## config.mk

```make
export PLATFORM = sky130hd
export DESIGN_NAME = ah_rr_arbiter_lock
export DESIGN_NICKNAME = d
export VERILOG_FILES = /design/src/rtl/ah_rr_arbiter_lock.sv
export SDC_FILE = /design/constraint.sdc
export NUM_CORES = 1
export LEC_CHECK = 0
export ABC_AREA = 1
export CAP_MARGIN = 20
export CORE_MARGIN = 2
export CORE_UTILIZATION = 35
export CTS_CLUSTER_DIAMETER = 30
export CTS_CLUSTER_SIZE = 20
export DETAILED_ROUTE_END_ITERATION = 10
export PLACE_DENSITY_LB_ADDON = 0.15
export SLEW_MARGIN = 20
export SYNTH_ARGS = -nofsm -noshare
export SYNTH_HDL_FRONTEND = slang
export SYNTH_SLANG_ARGS = --single-unit
```

## constraint.sdc

```tcl
create_clock -name clk -period 3.8 [get_ports clk]
set_clock_uncertainty 0.15 [all_clocks]
set_input_delay 0.38 -clock clk [delete_from_list [all_inputs] [get_ports clk]]
set_output_delay 0.38 -clock clk [all_outputs]
set_load 0.01 [all_outputs]
```

## src/rtl/ah_rr_arbiter_lock.sv

```systemverilog
// Round-robin arbiter with grant locking: the winner keeps its grant until done or request drop.
// Optional hold timeout (forced release after MAX_HOLD cycles) enabled by AH_RR_HOLD_TIMEOUT_EN.
//
// state   | meaning
// S_IDLE  | no grant outstanding; arbitrate on any request
// S_OWNED | grant_idx owns the resource until release

module ah_rr_arbiter_lock #(
  parameter int NUM_REQ  = 8,
  parameter int IDX_W    = $clog2(NUM_REQ),
  parameter int MAX_HOLD = 16
) (
  input  logic               clk,
  input  logic               rst,
  input  logic [NUM_REQ-1:0] req,
  input  logic               done,
  output logic [NUM_REQ-1:0] grant,
  output logic               grant_valid,
`ifdef AH_RR_HOLD_TIMEOUT_EN
  output logic               timeout,
`endif
  output logic [IDX_W-1:0]   grant_idx
);

  localparam int CW = IDX_W + 1;

  typedef enum logic {S_IDLE, S_OWNED} state_t;

  state_t               state_q, state_d;
  logic [IDX_W-1:0]     ptr_q, ptr_d;
  logic [NUM_REQ-1:0]   grant_q, grant_d;
  logic                 grant_valid_q, grant_valid_d;
  logic [IDX_W-1:0]     grant_idx_q, grant_idx_d;

  logic [IDX_W-1:0]     owner_next;
  logic                 owner_release;
  logic                 release_now;
  logic [IDX_W-1:0]     arb_ptr;
  logic [NUM_REQ-1:0]   arb_req;
  logic                 win_found;
  logic [IDX_W-1:0]     win_idx;
  logic [CW-1:0]        cand;

`ifdef AH_RR_HOLD_TIMEOUT_EN
  logic [7:0]           hold_cnt_q, hold_cnt_d;
  logic                 timeout_q, timeout_d;
  logic                 hold_expire;
`endif

  assign owner_next    = (grant_idx_q == IDX_W'(NUM_REQ - 1)) ? '0 : grant_idx_q + IDX_W'(1);
  assign owner_release = (state_q == S_OWNED) && (done || !req[grant_idx_q]);

`ifdef AH_RR_HOLD_TIMEOUT_EN
  assign hold_expire = (state_q == S_OWNED) && !owner_release &&
                       (hold_cnt_q == 8'(MAX_HOLD - 1));
  assign release_now = owner_release || hold_expire;
`else
  assign release_now = owner_release;
`endif

  // On release the search restarts just past the owner, and the owner itself is excluded.
  assign arb_ptr = (state_q == S_OWNED) ? owner_next : ptr_q;
  assign arb_req = (state_q == S_OWNED) ? (req & ~grant_q) : req;

  always_comb begin
    win_found = 1'b0;
    win_idx   = '0;
    cand      = '0;
    for (int i = 0; i < NUM_REQ; i++) begin
      cand = {1'b0, arb_ptr} + CW'(i);
      if (cand >= CW'(NUM_REQ)) cand = cand - CW'(NUM_REQ);
      if (!win_found && arb_req[cand[IDX_W-1:0]]) begin
        win_found = 1'b1;
        win_idx   = cand[IDX_W-1:0];
      end
    end
  end

  always_comb begin
    state_d       = state_q;
    ptr_d         = ptr_q;
    grant_d       = grant_q;
    grant_valid_d = grant_valid_q;
    grant_idx_d   = grant_idx_q;
`ifdef AH_RR_HOLD_TIMEOUT_EN
    hold_cnt_d    = hold_cnt_q;
    timeout_d     = hold_expire;
`endif
    case (state_q)
      S_IDLE: begin
        if (win_found) begin
          state_d       = S_OWNED;
          grant_d       = NUM_REQ'(1) << win_idx;
          grant_valid_d = 1'b1;
          grant_idx_d   = win_idx;
`ifdef AH_RR_HOLD_TIMEOUT_EN
          hold_cnt_d    = '0;
`endif
        end else begin
          grant_d       = '0;
          grant_valid_d = 1'b0;
          grant_idx_d   = '0;
        end
      end
      S_OWNED: begin
        if (release_now) begin
          ptr_d = owner_next;
          if (win_found) begin
            grant_d       = NUM_REQ'(1) << win_idx;
            grant_valid_d = 1'b1;
            grant_idx_d   = win_idx;
`ifdef AH_RR_HOLD_TIMEOUT_EN
            hold_cnt_d    = '0;
`endif
          end else begin
            state_d       = S_IDLE;
            grant_d       = '0;
            grant_valid_d = 1'b0;
            grant_idx_d   = '0;
`ifdef AH_RR_HOLD_TIMEOUT_EN
            hold_cnt_d    = '0;
`endif
          end
        end else begin
`ifdef AH_RR_HOLD_TIMEOUT_EN
          hold_cnt_d = hold_cnt_q + 8'd1;
`endif
        end
      end
      default: begin
        state_d       = S_IDLE;
        grant_d       = '0;
        grant_valid_d = 1'b0;
        grant_idx_d   = '0;
      end
    endcase
  end

  always_ff @(posedge clk or posedge rst) begin
    if (rst) begin
      state_q       <= S_IDLE;
      ptr_q         <= '0;
      grant_q       <= '0;
      grant_valid_q <= 1'b0;
      grant_idx_q   <= '0;
`ifdef AH_RR_HOLD_TIMEOUT_EN
      hold_cnt_q    <= '0;
      timeout_q     <= 1'b0;
`endif
    end else begin
      state_q       <= state_d;
      ptr_q         <= ptr_d;
      grant_q       <= grant_d;
      grant_valid_q <= grant_valid_d;
      grant_idx_q   <= grant_idx_d;
`ifdef AH_RR_HOLD_TIMEOUT_EN
      hold_cnt_q    <= hold_cnt_d;
      timeout_q     <= timeout_d;
`endif
    end
  end

  assign grant       = grant_q;
  assign grant_valid = grant_valid_q;
  assign grant_idx   = grant_idx_q;
`ifdef AH_RR_HOLD_TIMEOUT_EN
  assign timeout     = timeout_q;
`endif

endmodule

```

### Word-level counts from Yosys, hierarchy flattened

Cells that the tools add are included.

| word-level totals | value |
|---|---|
| register bits after elaboration | 16 |
| input port bits | 11 |

| operators by class | value |
|---|---|
| add/subtract/negate cells | 16 |
| magnitude comparators | 17 |
| equality and inequality tests | 2 |
| shift operators | 1 |
| muxes and demuxes | 56 |
| bitwise operators | 3 |
| reductions and logical operators | 18 |

Operator list:

| operator | number |
|---|---|
| two-way mux 3 bit | 20 |
| less-than comparator 3 x 4 -> 1 bit (second input constant) | 9 |
| greater-or-equal comparator 4 bit (second input constant) | 7 |
| binary-select mux 1 bit (select 3 bit) | 9 |
| two-way mux 8 bit | 3 |
| subtractor 3 x 1 -> 3 bit (second input constant) | 8 |
| two-way mux 1 bit | 20 |
| adder 3 x 3 -> 4 bit (second input constant) | 4 |
| case mux 8 bit (2 select lines) | 1 |
| adder 3 x 2 -> 4 bit (second input constant) | 2 |
| AND 8 bit | 1 |
| logical AND 1 bit | 8 |
| logical NOT 1 bit | 8 |
| NOT 8 bit | 1 |
| << shifter 1 x 3 -> 8 bit (first input constant) | 1 |
| case mux 3 bit (2 select lines) | 1 |
| adder 3 x 1 -> 4 bit (second input constant) | 1 |
| greater-or-equal comparator 3 x 4 -> 1 bit (second input constant) | 1 |
| case mux 1 bit (2 select lines) | 2 |
| adder 3 x 1 -> 3 bit (second input constant) | 1 |
| equality test 3 bit (second input constant) | 1 |
| != test 2 x 1 -> 1 bit (second input constant) | 1 |
| AND reduction 2 bit | 1 |
| logical OR 1 bit | 1 |
| NOT 1 bit | 1 |

### Longest topological paths before layout

Gate-level depths: netlist of run 1.

| logic depth | value |
|---|---|
| depth after elaboration | 33 |
| gate-level depth with buffers | 24 |
| mapped depth without buffers | 23 |

### Worst setup path after synthesis of run 1

No wires, ideal clock.

| timing path | value |
|---|---|
| path kind | reg-to-reg |
| start point | register grant_idx_q[0] (netlist: grant_idx[0]) |
| end point | register grant_q[7] (netlist: grant[7]) |
| setup time | 0.116 ns |
| arrival time | 3.254 ns |
| path slack | 0.280 ns |
| cell stages (with the launch flop) | 23 |
| cell sequence | dfrtp_1 ha_1 ha_1 nor2_2 nand2_2 nand2_4 buf_8 clkinv_1 ha_1 inv_1 nand3_1 nand2_1 inv_1 o21ai_4 inv_1 nand3_1 nor2_1 nor2_1 nand3_1 nor2_1 nor2_1 nand2_1 nand2_1 |

| on the way | value |
|---|---|
| longest elaborated chain between the ends | 33 |
| elaborated cells on any way between the ends | 91 |
| classes of those cells | 16 x add/sub; 8 x order compare; 2 x eq/ne; 1 x shift; 47 x mux; 17 x reduce/logical |

Ends and longest elaborated chain:

| what | RTL line | source |
|---|---|---|
| from (decl) | 33 | `logic [IDX_W-1:0] grant_idx_q, grant_idx_d;` |
| from (signal assigned) | 155 | `grant_idx_q <= grant_idx_d;` |
| parallel branches: the longest is 33 deep, another holds adder 3 x 1 -> 4 bit | n/a |  |
| to (signal assigned) | 153 | `grant_q <= grant_d;` |
| to (decl) | 31 | `logic [NUM_REQ-1:0] grant_q, grant_d;` |

Parallel ways; which one is timed is not known. The select of a mux whose other input is x is not followed.
A chain may end at the register's enable or synchronous reset.

### Final worst setup path of run 1

| timing path | value |
|---|---|
| start point | register grant_idx_q[1] (netlist: grant_idx[1]) |
| end point | register grant_q[6] (netlist: grant[6]) |

The elaborated chain is that of the path after synthesis.

==> results of run 1 <==
==> placed cells by master (no fill, tap or decap), drive strengths merged <==
master / n
nand2: 112
nand3: 55
nor2: 32
clkdlybuf4s50: 22
inv: 22
dfrtp: 16
o21ai: 13
nand4: 9
buf: 7
clkbuf: 4
ha: 4
xnor2: 2
nor3: 2
o22ai: 1
o221ai: 1
o211ai: 1
xor2: 1
a31oi: 1
o21bai: 1
a21oi: 1
clkinv: 1
mux2: 1
==> what timing repair did <==
item | 4_1_cts | 5_1_grt
setup endpoints to repair | 0 | 10
endpoints found under the hold margin | 0 | 0
buffers inserted | 0 | 1
gates resized for setup | 0 | 3
==> worst min path at each step <==
stage                       startpoint                 endpoint  slack, ns
2_1_floorplan                      rst     grant[0]$_DFFE_PP0P_       0.14
3_3_place_gp      ptr_q[1]$_DFFE_PP0P_     ptr_q[1]$_DFFE_PP0P_       0.32
3_5_place_dp   grant_valid$_DFFE_PP0P_  grant_valid$_DFFE_PP0P_       0.32
4_1_cts           ptr_q[1]$_DFFE_PP0P_     ptr_q[1]$_DFFE_PP0P_       0.34
5_1_grt           ptr_q[1]$_DFFE_PP0P_     ptr_q[1]$_DFFE_PP0P_       0.38
6_report          ptr_q[1]$_DFFE_PP0P_     ptr_q[1]$_DFFE_PP0P_       0.34
==> worst register-to-register path, delay by kind of cell, from the launching register on <==
| family | cells | cell delay [ns] |
|---|---|---|
| flops | 1 | 0.42 |
| simple gates | 13 | 1.61 |
| fa+ha+maj | 3 | 0.80 |
| buf+inv | 3 | 0.35 |
| compound gates | 1 | 0.08 |
==> per-stage QoR <==
| step | hold WS [ns] | utilization |
|---|---|---|
| after CTS | 0.342 | 0.446 |
| after detailed placement | 0.323 | 0.435 |
| after global routing | 0.385 | 0.450 |
| final | 0.336 | 0.450 |
| after floorplan | 0.144 | - |
| after global placement | 0.325 | 0.435 |
==> cell families after synthesis <==
| family | count (synthesis) | synth area share |
|---|---|---|
| AOI/OAI and AO/OA | 19 | 0.0745 |
| xor gates and xnor gates | 3 | 0.0274 |
| adders and majority gates | 4 | 0.0281 |
| buffers and inverters | 27 | 0.0675 |
| muxes | 1 | 0.00632 |
| and+or+nand+nor | 210 | 0.571 |
| DFF | 16 | 0.225 |
==> final cells by class <==
type	instances	area share
clock buffer	4	0.0254
inverter	23	0.0398
multi-input combinational	237	0.586
sequential	16	0.185
tap	67	0.0387
timing repair buffer	29	0.126
==> state kept, by name, summed over array words and instances (netlist names) <==
register and flops:
grant_idx 3, grant_valid 1, ptr_q 3, grant 8, state_q 1
==> per-layer routing <==
layer,GRT usage,part of all wire
met1,0.299,0.49
met2,0.357,0.47
met3,0.0225,0.029
met4,0.0351,0.0048
met5,0,0
==> summary.md, run 1 <==
* post-layout instance area: 2170 sq um
* number of storage elements in the synthesis netlist: 16
* async set-reset flop share out of synthesis: 1.00
* number of antenna violations at the first check in global routing: 0
* root cell of the clock tree: clkbuf_8
* CP Launch Type: flip-flop
* WL final: 5250 um
* first-pass GRT wire length: 9170 um
* Syn Nets: 295
* worst setup path end: grant[6]$_DFFE_PP0P_
* Core ar.: 4820 sq um
* clock buffer count from CTS: 3
* fill cell count: 527
* arrival time worst endpoint: 3.51 ns
* Top Family by Delay on Critical Path: simple AND/OR/NAND/NOR gates
* total negative slack for setup checks: 0 ns
* post-synthesis cell type count: 34
* Synth area leaders: dfrtp_1 (22%), nand2_1 (21%), nand3_1 (14%)
* leading register cell type out of synthesis: dfrtp_1
* total track usage: 0.212
* beginning of the critical path: grant_idx[1]$_DFFE_PP0P_
* worst-case clock buffer depth: 2
* R2R setup slack: 0.33 ns
* post-synthesis cell count: 280
* Ports: 23
* post-route worst setup slack: 0.330 ns
* cell accounting for the most synthesized area: dfrtp_1
* number of cells on the worst hold path: 2
* number of nets in the layout: 325
* highest-delay cell along the critical path: dfrtp_1
* total instance count after detailed placement: 371
* final-report max-slew violation count: 0
* total DRC errors in the routed layout: 0
* final antenna diode count: 0
* Reg2Reg Launch Point: grant_idx[1]$_DFFE_PP0P_
* number of detailed-route iterations in the first pass: 4
* worst min-delay path class: reg2reg
* post-layout min period: 3.47 ns
* total congestion overflow after global routing: 0
* share of Yosys cell area claimed by the top area cell type: 0.225
* maximum clock frequency: 288 MHz
* cell with the most instances after synthesis: nand2_1
* WP data required: 3.84 ns
* number of logic stages on the critical path including buffering: 20
* setup repair after global routing missed its margin: no
* DP Wirelength: 4230 um
* via count of the first global-routing pass: 1883
* number of cells on the worst reg-to-reg path: 20
* worst relative slew slack: 0.571
* hold violation count in the final report: 0
* total standard cell area after synthesis: 1780 sq um
* average instance area after synthesis: 6.36 sq um
* die area: 5670 sq um
* Hold Buf Count CTS: 0
* die height: 75.3 um
* top cells by instance count after synthesis: nand2_1 (100), nand3_1 (49), nor2_1 (25)
* Starting Density: 0.370
* max-cap violations: 0
* port bufs: 22
* share of final-layout standard cells stronger than drive strength 1: 0.178
* endpoint type of the worst setup path: flip-flop
* wire length per cell: 14.0 um
* clock-pin slew on the worst setup and hold paths: 0.06 ns
* remaining antenna violation count: 0
* number of H-tree levels: 1
* maximum number of pins on one net before global-route repair: 17
* Via density: 5.15
* Layout Area Growth over Synthesis: 21.8%
* number of rows created at floorplan: 25
* final critical-path share of the clock period: 0.913
* crit-path max FO: 9
* transition at the pin with the smallest max-transition slack: 0.643 ns
* sink count of the clock tree: 16
* standard cell area after detailed placement: 2100 sq um
* Routability Congestion: 0.823
* Yosys warnings: 0
* final cell count without fillers: 376
* sequential element share of the synthesized area: 0.225
* area taken by flip-flops and latches: 400 sq um
* reg2reg end: grant[6]$_DFFE_PP0P_
* final-report setup violation count: 0
* CTS tree: done
* Multi-input gate area: 1270 sq um
* number of buffers and inverters on the critical path: 3
* path type of the worst setup path: reg2reg
* overall die width: 75.3 um
* worst setup slack before clock tree synthesis: 0.136 ns
* number of enable-type register cells in the synthesized netlist: 0
* cells along the critical path: ha_1 -> ha_1 -> nor2_2 -> nand2_2 -> nand2_4 -> clkinv_1 -> ha_2 -> inv_2 -> nand3_1 -> nand2_2 -> nand2_2 -> o21ai_4 -> buf_4 -> nor3_4 -> nand4_1 -> nor2_2 -> nor2_2 -> nor2_4 -> nand2_1 -> nand2_1
* delay of the slowest critical-path stage: 0.42 ns
* count of vias placed by the detailed router: 1937
* clock latency on the worst-skew pair: 0.25 ns
* status: finished, final reports clean
* violation count after the first detailed-route iteration: 136
Power of run 1 is left out: the tool's default activity adds up to more than one toggle a clock period on the data nets, which glitch-free logic cannot reach.
==> run 2: changes to the inputs <==
Settings changed: CAP_MARGIN 20 to not set, SKIP_CTS_REPAIR_TIMING set to 1.
==> results of run 2 <==
Same layout as run 1: the final DEF is identical, and so are final timing and power.
Power of run 2 is left out for the same reason.
==> run 3: changes to the inputs <==
Settings changed: CORE_ASPECT_RATIO set to 1.75.
==> run 3 against run 2 <==
Die area increased by 0.39%; via count is 0.46% lower; non-clock buffer count is 5 higher; design area up 1.1%; critical path depth grew 1; utilization decreased by 0.59 points.
==> summary.md, run 3 (synthesis gave the netlist of run 1 again) <==
* share of final-layout standard cells stronger than drive strength 1: 0.191, was 0.178
* final antenna diode count: 0, unchanged
* worst min-delay path class: reg2reg, unchanged
* number of cells on the worst reg-to-reg path: 21, was 20
* WL final: 5590 um, was 5250 um
* root cell of the clock tree: clkbuf_8, unchanged
* number of detailed-route iterations in the first pass: 4, unchanged
* total instance count after detailed placement: 361, was 371
* number of H-tree levels: 1, unchanged
* Core ar.: 4930 sq um, was 4820 sq um
* count of vias placed by the detailed router: 1928, was 1937
* endpoint type of the worst setup path: flip-flop, unchanged
* setup repair after global routing missed its margin: no, unchanged
* WP data required: 3.79 ns, was 3.84 ns
* CP Launch Type: flip-flop, unchanged
* Layout Area Growth over Synthesis: 23.1%, was 21.8%
* path type of the worst setup path: reg2reg, unchanged
* most common cell after layout, fill and taps aside: nand2_1, unchanged
* arrival time worst endpoint: 3.49 ns, was 3.51 ns
* number of nets in the layout: 330, was 325
* final-report setup violation count: 0, unchanged
* R2R setup slack: 0.30 ns, was 0.33 ns
* port bufs: 22, unchanged
* number of antenna violations at the first check in global routing: 0, unchanged
* worst relative slew slack: 0.571, about the same
* status: finished, final reports clean, unchanged
* wire length per cell: 15.2 um, was 14.0 um
* Multi-input gate area: 1270 sq um, about the same
* sink count of the clock tree: 16, unchanged
* crit-path max FO: 9, unchanged
* commonest non-fill, non-tap cells in the layout: nand2_1 (100), nand3_1 (49), nor2_1 (24), clkdlybuf4s50_1 (22), dfrtp_1 (16), was nand2_1 (100), nand3_1 (49), nor2_1 (25), clkdlybuf4s50_1 (22), dfrtp_1 (16)
* via count of the first global-routing pass: 1998, was 1883
* Ports: 23, unchanged
* Starting Density: 0.361, was 0.370
* total DRC errors in the routed layout: 0, unchanged
* Hold WS: 0.343 ns, was 0.336 ns
* Routability Congestion: 0.906, was 0.823
* die height: 98.4 um, was 75.3 um
* standard cell area after detailed placement: 2100 sq um, about the same
* violation count after the first detailed-route iteration: 47, was 136
* Reg2Reg Launch Point: grant_idx[1]$_DFFE_PP0P_, unchanged
* maximum clock frequency: 286 MHz, was 288 MHz
* Hold Path Sink: ptr_q[1]$_DFFE_PP0P_, unchanged
* total congestion overflow after global routing: 0, unchanged
* post-layout min period: 3.50 ns, was 3.47 ns
* Via density: 5.24, was 5.15
* clock buffer count from CTS: 3, unchanged
* transition at the pin with the smallest max-transition slack: 0.643 ns, about the same
* number of cells on the worst hold path: 2, unchanged
* Hold Startpoint: ptr_q[1]$_DFFE_PP0P_, unchanged
* clock latency on the worst-skew pair: 0.26 ns, was 0.25 ns
* worst-case clock buffer depth: 2, unchanged
* number of rows created at floorplan: 34, was 25
* DP Wirelength: 4720 um, was 4230 um
* CTS tree: done, unchanged
* final cell count without fillers: 368, was 376
* max-cap violations: 0, unchanged
* area taken by flip-flops and latches: 400 sq um, unchanged
* clock-pin slew on the worst setup and hold paths: 0.07 ns, was 0.06 ns
* die area: 5700 sq um, was 5670 sq um
* first-pass GRT wire length: 9360 um, was 9170 um
* maximum number of pins on one net before global-route repair: 17, unchanged
* total track usage: 0.214, was 0.212
* final critical-path share of the clock period: 0.920, was 0.913
* post-layout instance area: 2190 sq um, was 2170 sq um
* total negative slack for setup checks: 0 ns, unchanged
* reg2reg end: grant[2]$_DFFE_PP0P_, was grant[6]$_DFFE_PP0P_
* remaining antenna violation count: 0, unchanged
* final-report max-slew violation count: 0, unchanged
* hold violation count in the final report: 0, unchanged
* fill cell count: 537, was 527
* overall die width: 57.9 um, was 75.3 um
* max FFs per register: 8, unchanged
## run 3: cell count changes in the layout (fill, tap and decap cells not counted)
cell | before | now
nor2_4 | 2 | 3
nor2_1 | 25 | 24
buf_4 | 7 | 12
ha_2 | 1 | 0
nand2_4 | 2 | 3
ha_1 | 3 | 4
nand2_2 | 10 | 9
o21ai_4 | 3 | 2
o21ai_2 | 0 | 1
## run 3: layer usage
metal,part of all wire,GRT usage,vias to the layer above
li1,-,-,990
met3,0.021,0.00795,22
met5,0,0,-
met4,0.052,0.129,0
met1,0.37,0.215,868
met2,0.56,0.408,48
## run 3: cell type report
type	count	share of cell area
clock buffers	4	0.0251
inverters	23	0.0394
multi-input cells	237	0.580
flip-flops and latches	16	0.183
well taps	54	0.0308
repair buffers	34	0.142
## run 3: how the worst max path moves through the flow
stage	end	startpoint	depth (start not counted)
4_1_cts	grant[5]$_DFFE_PP0P_	grant_idx[1]$_DFFE_PP0P_	21
3_3_place_gp	grant[5]$_DFFE_PP0P_	grant_idx[1]$_DFFE_PP0P_	21
5_1_grt	grant[0]$_DFFE_PP0P_	grant_idx[1]$_DFFE_PP0P_	21
6_report	grant[2]$_DFFE_PP0P_	grant_idx[1]$_DFFE_PP0P_	21
2_1_floorplan	grant[7]$_DFFE_PP0P_	grant_idx[0]$_DFFE_PP0P_	22
3_5_place_dp	grant[5]$_DFFE_PP0P_	grant_idx[1]$_DFFE_PP0P_	21
## run 3: metrics by stage
stage | worst slack [ns] | util
floorplan | 0.280 | -
global placement | 0.306 | 0.426
detailed placement | 0.245 | 0.426
CTS | 0.226 | 0.437
global route | 0.0157 | 0.444
finish | 0.303 | 0.444
## run 3: critical path, cell delays in order, from the launching register on
cell	delay, ns
dfrtp_1	0.44
ha_1	0.20
ha_1	0.22
nor2_4	0.15
nand2_4	0.10
nand2_4	0.12
clkinv_1	0.09
ha_1	0.36
buf_4	0.15
nand3_1	0.09
nand2_1	0.10
inv_1	0.07
o21ai_4	0.27
buf_4	0.18
nor3_4	0.04
buf_4	0.14
nand3_1	0.09
nand3_1	0.10
nor2_1	0.13
nor2_1	0.08
nand2_1	0.06
nand2_1	0.05
Power of run 3 is left out for the same reason.
